==> config.mk <==
export PLATFORM = sky130hd
export DESIGN_NAME = uart_report_arbiter
export DESIGN_NICKNAME = d
export VERILOG_FILES = /design/src/rtl/uart_report_arbiter.sv
export SDC_FILE = /design/constraint.sdc
export NUM_CORES = 1
export LEC_CHECK = 0
export ABC_AREA = 1
export BUFFER_PORTS_ARGS = -buffer_cell sky130_fd_sc_hd__buf_2
export CAP_MARGIN = 25
export CORE_MARGIN = 2
export CORE_UTILIZATION = 29
export CTS_BUF_LIST = sky130_fd_sc_hd__clkbuf_2 sky130_fd_sc_hd__clkbuf_4 sky130_fd_sc_hd__clkbuf_8
export DETAILED_ROUTE_END_ITERATION = 7
export SLEW_MARGIN = 20
export SYNTH_ARGS = -nofsm -noshare
export SYNTH_HDL_FRONTEND = slang
export SYNTH_SLANG_ARGS = --single-unit
==> constraint.sdc <==
create_clock -name clock -period 7.6 [get_ports clock]
set_input_delay 0.38 -clock clock [delete_from_list [all_inputs] [get_ports clock]]
set_output_delay 0.38 -clock clock [all_outputs]
set_load 0.03 [all_outputs]
==> src/rtl/uart_report_arbiter.sv <==
// -----------------------------------------------------------------------------
// uart_report_arbiter
//
// Purpose:
//   Lets three report sources share one two-byte UART transmitter. The sources
//   are calculator results, error codes and ASCII echo bytes. Each source has a
//   one-entry pending slot. Slots are granted round-robin, and each granted
//   slot is framed into a 16-bit word:
//     result : res_data
//     error  : {ERR_TAG, 4'h0, err_code}
//     echo   : {ECHO_TAG, echo_data}
//   The arbiter pulses tx_start and then follows tx_busy until the frame is
//   finished. If busy never rises, the grant is abandoned.
//
// Parameters:
//   ERR_TAG    upper byte of error frames
//   ECHO_TAG   upper byte of echo frames
//   BUSY_WAIT  cycles allowed for tx_busy to rise before a grant is abandoned
//              (minimum 2)
//   DROP_W     width of the saturating drop counter
//
// Ports:
//   clock       in   system clock
//   reset_n     in   asynchronous active-low reset
//   res_valid   in   one-cycle pulse, result word available
//   res_data    in   [15:0] result word
//   err_valid   in   one-cycle pulse, error code available
//   err_code    in   [3:0] error code
//   echo_valid  in   one-cycle pulse, echo byte available
//   echo_data   in   [7:0] ASCII byte to echo
//   flush       in   synchronous clear of all pending slots
//   tx_busy     in   transmitter busy
//   tx_start    out  registered one-cycle start pulse to the transmitter
//   tx_data     out  [15:0] frame, held stable from start until the next grant
//   active      out  high whenever the FSM is not idle
//   pending     out  [2:0] slot flags {echo, err, res}
//   drop_count  out  [DROP_W-1:0] saturating count of overwritten slots
//   timeout     out  one-cycle pulse when a grant is abandoned
// -----------------------------------------------------------------------------
module uart_report_arbiter #(
    parameter logic [7:0] ERR_TAG   = 8'hEE,
    parameter logic [7:0] ECHO_TAG  = 8'hEC,
    parameter int         BUSY_WAIT = 4,
    parameter int         DROP_W    = 8
) (
    input  logic              clock,
    input  logic              reset_n,
    input  logic              res_valid,
    input  logic [15:0]       res_data,
    input  logic              err_valid,
    input  logic [3:0]        err_code,
    input  logic              echo_valid,
    input  logic [7:0]        echo_data,
    input  logic              flush,
    input  logic              tx_busy,
    output logic              tx_start,
    output logic [15:0]       tx_data,
    output logic              active,
    output logic [2:0]        pending,
    output logic [DROP_W-1:0] drop_count,
    output logic              timeout
);

    // -------------------------------------------------------------------------
    // Encodings
    // -------------------------------------------------------------------------
    localparam logic [1:0] ST_IDLE      = 2'd0;
    localparam logic [1:0] ST_START     = 2'd1;
    localparam logic [1:0] ST_WAIT_BUSY = 2'd2;
    localparam logic [1:0] ST_WAIT_DONE = 2'd3;

    // The source identifiers double as round-robin pointer values.
    localparam logic [1:0] SRC_RES  = 2'd0;
    localparam logic [1:0] SRC_ERR  = 2'd1;
    localparam logic [1:0] SRC_ECHO = 2'd2;

    localparam int CNT_W = $clog2(BUSY_WAIT);
    localparam logic [CNT_W-1:0] CNT_LAST = CNT_W'(BUSY_WAIT - 1);

    // -------------------------------------------------------------------------
    // State
    // -------------------------------------------------------------------------
    logic [1:0]       state;
    logic [1:0]       rr_ptr;
    logic [CNT_W-1:0] wait_cnt;

    logic             res_full;
    logic             err_full;
    logic             echo_full;
    logic [15:0]      res_slot;
    logic [3:0]       err_slot;
    logic [7:0]       echo_slot;

    // -------------------------------------------------------------------------
    // Round-robin grant selection
    // -------------------------------------------------------------------------
    // The search starts at the source after the last one granted and follows
    // the order res -> err -> echo -> res. Because the pointer resets to echo,
    // res has first priority after reset.
    logic        grant_en;
    logic [1:0]  grant_src;
    logic [2:0]  grant_vec;
    logic [15:0] grant_frame;

    always_comb begin
        // NOTE: every combinational output gets a default first so no path
        // leaves it unassigned; otherwise synthesis infers a latch.
        grant_src = SRC_RES;
        case (rr_ptr)
            SRC_RES: begin
                if      (err_full)  grant_src = SRC_ERR;
                else if (echo_full) grant_src = SRC_ECHO;
                else                grant_src = SRC_RES;
            end
            SRC_ERR: begin
                if      (echo_full) grant_src = SRC_ECHO;
                else if (res_full)  grant_src = SRC_RES;
                else                grant_src = SRC_ERR;
            end
            default: begin
                if      (res_full)  grant_src = SRC_RES;
                else if (err_full)  grant_src = SRC_ERR;
                else                grant_src = SRC_ECHO;
            end
        endcase

        grant_en  = (state == ST_IDLE) && (res_full || err_full || echo_full);
        grant_vec = grant_en ? (3'b001 << grant_src) : 3'b000;
    end

    always_comb begin
        grant_frame = res_slot;
        case (grant_src)
            SRC_ERR:  grant_frame = {ERR_TAG, 4'h0, err_slot};
            SRC_ECHO: grant_frame = {ECHO_TAG, echo_slot};
            default:  grant_frame = res_slot;
        endcase
    end

    // -------------------------------------------------------------------------
    // Drop accounting
    // -------------------------------------------------------------------------
    // A drop is a new value landing on a slot that is still full and is not
    // being granted this cycle. A flush in the same cycle empties the slot
    // first, so that case is a normal capture and is not counted as a drop.
    logic              drop_res;
    logic              drop_err;
    logic              drop_echo;
    logic [1:0]        drop_inc;
    logic [DROP_W+1:0] drop_sum;
    logic [DROP_W-1:0] drop_next;

    always_comb begin
        drop_res  = res_valid  && res_full  && !grant_vec[0] && !flush;
        drop_err  = err_valid  && err_full  && !grant_vec[1] && !flush;
        drop_echo = echo_valid && echo_full && !grant_vec[2] && !flush;
        drop_inc  = 2'(drop_res) + 2'(drop_err) + 2'(drop_echo);
        drop_sum  = {2'b00, drop_count} + (DROP_W + 2)'(drop_inc);
        // Saturate: any carry out of the counter width pins it at all-ones.
        if (drop_sum[DROP_W+1:DROP_W] != 2'b00) begin
            drop_next = '1;
        end else begin
            drop_next = drop_sum[DROP_W-1:0];
        end
    end

    // -------------------------------------------------------------------------
    // Pending slots
    // -------------------------------------------------------------------------
    // A new valid always wins. It sets the flag even when the slot is being
    // granted or flushed in the same cycle, because the granted frame has
    // already been taken from the old slot contents.
    always_ff @(posedge clock or negedge reset_n) begin
        // NOTE: the slot payloads are reset along with the flags so a frame
        // can never carry power-up garbage, and reset behaviour stays fully
        // defined in simulation.
        if (!reset_n) begin
            res_full   <= 1'b0;
            err_full   <= 1'b0;
            echo_full  <= 1'b0;
            res_slot   <= '0;
            err_slot   <= '0;
            echo_slot  <= '0;
            drop_count <= '0;
        end else begin
            // NOTE: sequential state uses non-blocking assignments only, so
            // every register samples pre-edge values regardless of order.
            if (res_valid) begin
                res_full <= 1'b1;
                res_slot <= res_data;
            end else if (flush || grant_vec[0]) begin
                res_full <= 1'b0;
            end

            if (err_valid) begin
                err_full <= 1'b1;
                err_slot <= err_code;
            end else if (flush || grant_vec[1]) begin
                err_full <= 1'b0;
            end

            if (echo_valid) begin
                echo_full <= 1'b1;
                echo_slot <= echo_data;
            end else if (flush || grant_vec[2]) begin
                echo_full <= 1'b0;
            end

            drop_count <= drop_next;
        end
    end

    // -------------------------------------------------------------------------
    // Transmit sequencer
    // -------------------------------------------------------------------------
    // IDLE      : grant a slot, latch its frame and raise tx_start.
    // START     : tx_start is high for this one cycle. Busy is not sampled
    //             here, so a transmitter still busy from an earlier frame
    //             cannot be mistaken for acceptance of this one.
    // WAIT_BUSY : wait up to BUSY_WAIT cycles for busy to rise, else abandon.
    // WAIT_DONE : wait for busy to fall.
    // flush never touches this block, so an in-flight frame always completes.
    always_ff @(posedge clock or negedge reset_n) begin
        if (!reset_n) begin
            state    <= ST_IDLE;
            rr_ptr   <= SRC_ECHO;
            wait_cnt <= '0;
            tx_start <= 1'b0;
            tx_data  <= '0;
            timeout  <= 1'b0;
        end else begin
            // Both pulses default low and are raised for a single cycle below.
            tx_start <= 1'b0;
            timeout  <= 1'b0;

            case (state)
                ST_IDLE: begin
                    if (grant_en) begin
                        tx_data  <= grant_frame;
                        rr_ptr   <= grant_src;
                        tx_start <= 1'b1;
                        state    <= ST_START;
                    end
                end

                ST_START: begin
                    wait_cnt <= '0;
                    state    <= ST_WAIT_BUSY;
                end

                ST_WAIT_BUSY: begin
                    if (tx_busy) begin
                        state <= ST_WAIT_DONE;
                    end else if (wait_cnt == CNT_LAST) begin
                        // The frame is lost. Its slot has already been
                        // released and is not restored.
                        timeout <= 1'b1;
                        state   <= ST_IDLE;
                    end else begin
                        wait_cnt <= wait_cnt + CNT_W'(1);
                    end
                end

                default: begin
                    if (!tx_busy) begin
                        state <= ST_IDLE;
                    end
                end
            endcase
        end
    end

    // -------------------------------------------------------------------------
    // Status outputs
    // -------------------------------------------------------------------------
    assign active  = (state != ST_IDLE);
    assign pending = {echo_full, err_full, res_full};

endmodule

==> Word-level counts from Yosys, hierarchy flattened <==
Index checks and enable logic that the tools add are counted.
{ "word_totals": {"reg_bits": 63, "inputBits": 35, "out_inout_bits": 30, "elab_cells": 88} }
{ "op_classes": {"reduce_logical": 30, "shifts": 1, "addsub": 4, "eq_ne": 11, "muxes": 29} }
{ "op_table": {"columns": ["op", "count"], "rows": [
  ["$pmux W16 S2", 1],
  ["$mux W2", 11],
  ["$mux W1", 12],
  ["$reduce_bool A2 Y1", 6],
  ["$logic_and A1 B1 Y1", 10],
  ["$add A8 B2 Y9", 1],
  ["$mux W8", 1],
  ["$pmux W2 S2", 2],
  ["$eq A2 B1 Y1 const B", 3],
  ["$eq A2 B2 Y1 const B", 3],
  ["$ne A2 B2 Y1 const B", 3],
  ["$pmux W2 S3", 1],
  ["$reduce_and A3 Y1", 2],
  ["$logic_or A1 B1 Y1", 5],
  ["$logic_not A1 Y1", 4],
  ["$logic_not A2 Y1", 2],
  ["$ne A4 B1 Y1 const B", 1],
  ["$mux W3", 1],
  ["$ne A3 B3 Y1 const B", 1],
  ["$shl A1 B2 Y3 const A", 1],
  ["$add A1 B1 Y2", 1],
  ["$add A2 B1 Y2", 1],
  ["$add A2 B1 Y2 const B", 1],
  ["$reduce_and A2 Y1", 1]
]} }

==> Depth between registers and ports, before layout <==
{ "depth": {"word_depth": 13, "depth_mapped": 17, "mapped_depth_nobuf": 17} }

==> Least setup slack after synthesis <==
No wires, ideal clock.
{ "synth_timing": {"path_kind": "register -> register", "start": "register err_full", "end": "register drop_count[4]", "n_path_buf": 0, "t_arrival_ns": 2.648, "setup_ns": 0.129, "path_slack_ns": 4.823, "t_required_ns": 7.471, "synth_period_minus_slack_ns": 2.777, "stages_incl_launch_ff": 17, "cell_sequence": "dfrtp_1 -> inv_1 -> nor2_1 -> nand2_1 -> nand3_2 -> inv_1 -> ha_1 -> inv_1 -> o2111ai_1 -> fa_1 -> inv_1 -> ha_1 -> fa_1 -> nand2_1 -> inv_2 -> nand4_2 -> nand3_1"} }
{ "synth_between": {"elab_chain_cells": 13, "elab_cells_between_ends": 24, "cone_classes": "add/sub (3); shift (1); mux (6); reduce/logical (14)"} }
{ "synth_lines": {"columns": ["item", "line_no", "rtl"], "rows": [
  ["from (decl)", "88", "logic err_full;"],
  ["from (signal assigned)", "179", "err_full <= 1'b0;"],
  ["from (signal assigned)", "196", "err_full <= 1'b1;"],
  ["from (signal assigned)", "199", "err_full <= 1'b0;"],
  ["$mux W2", "122", "else if (err_full) grant_src = SRC_ERR;"],
  ["$mux W2", "121", "if (res_full) grant_src = SRC_RES;"],
  ["$pmux W2 S2 (*)", "109", "case (rr_ptr)"],
  ["net grant_src[0]", "101", "logic [1:0] grant_src;"],
  ["$shl A1 B2 Y3 (*)", "128", "grant_vec = grant_en ? (3'b001 << grant_src) : 3'b000;"],
  ["$mux W3 (*)", "128", null],
  ["$logic_not A1 Y1, on equally long branches", "154, 155", null],
  ["$logic_and A1 B1 Y1, on equally long branches (2 in a row)", "154, 155", null],
  ["$add A1 B1 Y2", "157", "drop_inc = 2'(drop_res) + 2'(drop_err) + 2'(drop_echo);"],
  ["$add A2 B1 Y2 (*)", "157", null],
  ["$add A8 B2 Y9 (*)", "158", "drop_sum = {2'b00, drop_count} + (DROP_W + 2)'(drop_inc);"],
  ["$reduce_bool A2 Y1", "160", "if (drop_sum[DROP_W+1:DROP_W] != 2'b00) begin"],
  ["$mux W8 (*)", "160", null],
  ["net drop_next[4]", "151", "logic [DROP_W-1:0] drop_next;"],
  ["to (signal assigned)", "209", "drop_count <= drop_next;"],
  ["to (decl)", "60", "output logic [DROP_W-1:0] drop_count,"]
]} }
The timed path passes the listed nets; every way through them passes the cells marked *.
A chain may end at the register's enable or synchronous reset.

==> Worst setup path in the final report <==
{ "layout_timing": {"start": "register err_full", "end": "register drop_count[6]"} }
Same word-level chain as after synthesis.

==> metrics.md <==
| Metric | Value |
|---|---|
| Run status | completed |
| Minimum clock period after layout | 3.08 ns |
| Flop and latch count out of synthesis | 63 |
| Synthesized net count | 399 |
| Standard cell core area | 10,200 µm² |
| Vias per Instance | 4.36 |
| Pin slew with the least headroom to its limit | 0.818 ns |
| Cells after DPL | 542 |
| Area of the mapped netlist | 3000 µm² |
| Via count of the first global-routing pass | 2,378 |
| Post-Synth Simple-Gate Area | 28.4% |
| Via count | 2,431 |
| Worst Path Required | 7.80 ns |
| Count of input and output buffers | 64 |
| Fraction of the mapped netlist area in compound gates | 6.62% |
| Max-cap violations | 0 |
| Wire length of the first global-routing pass | 11.6 mm |
| Aggregate negative setup slack | 0 ns |
| Beginning of the critical path | err_full |
| Global placer's final weighted congestion | 0.810 |
| Initial core utilization | 29.5% |
| Number of warnings issued by yosys | 0 |
| Top-Level Pins | 65 |
| Sequential-to-total area share from yosys stat | 52.5% |
| Multiplexer fraction of the synthesized cell area | 0% |
| Floorplan die area | 11,200 µm² |
| Type of the setup path with the least slack | reg -> reg |
| Total Power Consumption | 1.36 mW |
| Unrepaired setup endpoints after global routing | no |
| Number of search-and-repair iterations in the first detailed-routing pass | 4 |
| Main combinational cell family by area after synthesis | simple AND/OR/NAND/NOR gates |
| TritonCTS clock tree | built |
| Fraction of the cycle the final worst path needs | 40.5% |
| CTS sink count | 63 |
| Number of placement rows | 37 |
| Detail-routed net length per standard cell | 12.4 µm |
| # fillers | 1,105 |
| Largest net degree at the start of global routing | 64 |
| Layout Skew | 0.0105 ns |
| Remaining antenna violation count after routing | 0 |
| Worst slew slack as a fraction of its limit | 45.5% |
| Final nets | 464 |
| Non-filler cells, final | 558 |
| Clock latency at the later pin of the worst-skew pair | 0.34 ns |
| Number of cells produced by synthesis | 352 |
| DRC errors left | 0 |
| Post-synthesis adder-cell area fraction | 5.50% |
| Multi-input logic area | 1220 µm² |
| Worst VDD drop | 0.000101 V |
| Data arrival at the endpoint of the critical path | 3.28 ns |
| Type of element capturing the critical path | flop |
| Highest clock frequency the design can meet | 0.325 GHz |
| Reg2reg start | err_full |
| Die X | 106 µm |
| Static leakage | 1.96 nW |
| Setup-violating endpoint count in the final report | 0 |
| Maximum clock path buffer count | 2 |
| Clock slew at the register clock pins of the worst setup and hold paths | 0.07 ns |
| Relative area change from synthesis to final layout | 20.3% |
| CTS Hold Buffers Added | 0 |
| Floorplan die height | 106 µm |
| Number of design-rule violations left by the first detailed-router iteration | 120 |
| Final hold violation count | 0 |
| Cell chosen for the clock root | clkbuf_8 |
| Htree depth | 3 |
| Final wirelength | 6.94 mm |
| Layout cell share with drive strength beyond 1 | 24.9% |
| Library cells used by synthesis | 33 |
| Number of gates resized after CTS | 0 |
| Count of inserted antenna diode cells | 0 |
| FF+latch area | 1580 µm² |
| Post-DP HPWL | 5.01 mm |
| Most common cell after layout, fill and taps aside | nand2_1 |
| Maximum fanout encountered on the critical timing path | 8 |
| CTS buffer count | 9 |
| Placed Instance Area | 3420 µm² |
| Grt total ovfl | 0 |
| Power per standard cell area | 375 nW/µm² |
| Post-CTS setup buffers | 0 |
| Worst hold-check path type | in -> async |
| Post-layout instance area | 3610 µm² |
| Most used cells in the layout excluding fill and tap cells | nand2_1, buf_2, dfrtp_1 |
| Xor/xnor share of the synthesized area | 0% |
| Kind of launch point of the worst setup path | flop |
| GRT Util Overall | 13.2% |
| Final number of max-transition violations | 0 |
| Syn_area_per_cell | 8.53 µm² |
| Number of antenna violations at the first check in global routing | 0 |
==> registers in the layout, indices dropped and copies added (netlist names) <==
register    flops
drop_count      8
echo_full       1
echo_slot       8
err_full        1
err_slot        4
res_full        1
res_slot       16
rr_ptr          2
state           2
timeout         1
tx_data        16
tx_start        1
wait_cnt        2
==> synthesized netlist by cell type (all sizes together) <==
master   count  area [µm²]
nand3       22         115
clkbuf       3        11.3
nor3b        1        7.51
o211ai       1        7.51
nand4        3        25.0
dfstp        1        26.3
dfrtp       62        1550
nand2      155         602
a21oi        3        26.3
fa           2        40.0
ha          10         125
buf          8        68.8
nor2        17        76.3
o21ai       21         131
o2111ai      1        8.76
or2          1        6.26
nand3b       3        22.5
inv         34         128
o22ai        4        25.0
==> stage by stage <==
stage	hold slack (ns)	worst slack, ns	util (%)
after floorplan	0.0844	4.82	-
after detailed placement	0.459	4.56	33.6
final	0.208	4.52	35.5
after CTS	0.220	4.50	35.5
after global routing	0.239	4.27	35.5
after global placement	0.454	4.66	33.6
==> worst paths after layout <==
| path | to | slack (ns) | depth (start not counted) |
|---|---|---|---|
| min in group clock | res_slot[13] | 0.24 | 3 |
| min reg2reg | res_slot[8] | 0.47 | 2 |
| max reg2reg | drop_count[6] | 4.52 | 15 |
| max | drop_count[6] | 4.52 | 15 |
| max in group asynchronous | echo_full | 6.85 | 2 |
| min | tx_data[15] | 0.21 | 2 |
==> cells by family (layout without fill, tap and decap cells) <==
| kind of cell | after synthesis | in the layout |
|---|---|---|
| AO/OA/AOI/OAI | 30 | 30 |
| flip-flops | 63 | 63 |
| buffers and inverters | 45 | 115 |
| adder cells (fa/ha/maj) | 12 | 12 |
| AND/OR/NAND/NOR | 202 | 202 |
==> where the power goes <==
part / internal [mW] / leakage (nW) / switching (mW) / total (mW)
combinational: 0.177 / 1.08 / 0.411 / 0.588
sequential: 0.422 / 0.777 / 0.0598 / 0.482
clock: 0.154 / 0.0994 / 0.132 / 0.285
==> per-layer routing <==
layer	GRT usage [%]	vias up	routed length [µm]
met3	2.97	8	324
met1	17.3	1134	3250
li1	-	1239	-
met5	0	-	0
met4	6.11	0	95
met2	20.8	50	3260
==> layout make-up <==
class / count / share of cell area, %
clock buffer: 10 / 3.63
clock inverter: 6 / 1.70
inverter: 34 / 3.53
multi-input combinational: 244 / 33.7
sequential: 63 / 43.6
tap: 136 / 4.71
timing repair buffer: 65 / 9.07
==> worst max-delay path: stages, from the launching register on <==
cell and delay, ns:
dfrtp_1 0.43, nor2_4 0.19, nand2_1 0.07, o21ai_1 0.15, inv_1 0.10, ha_1 0.19, nand2_1 0.08, nand3_1 0.10
fa_1 0.52, inv_1 0.04, ha_1 0.22, fa_1 0.40, nand2_1 0.09, inv_2 0.06, nand4_2 0.19, nand3_1 0.11
Note: power is estimated with default switching activity, not from simulation.
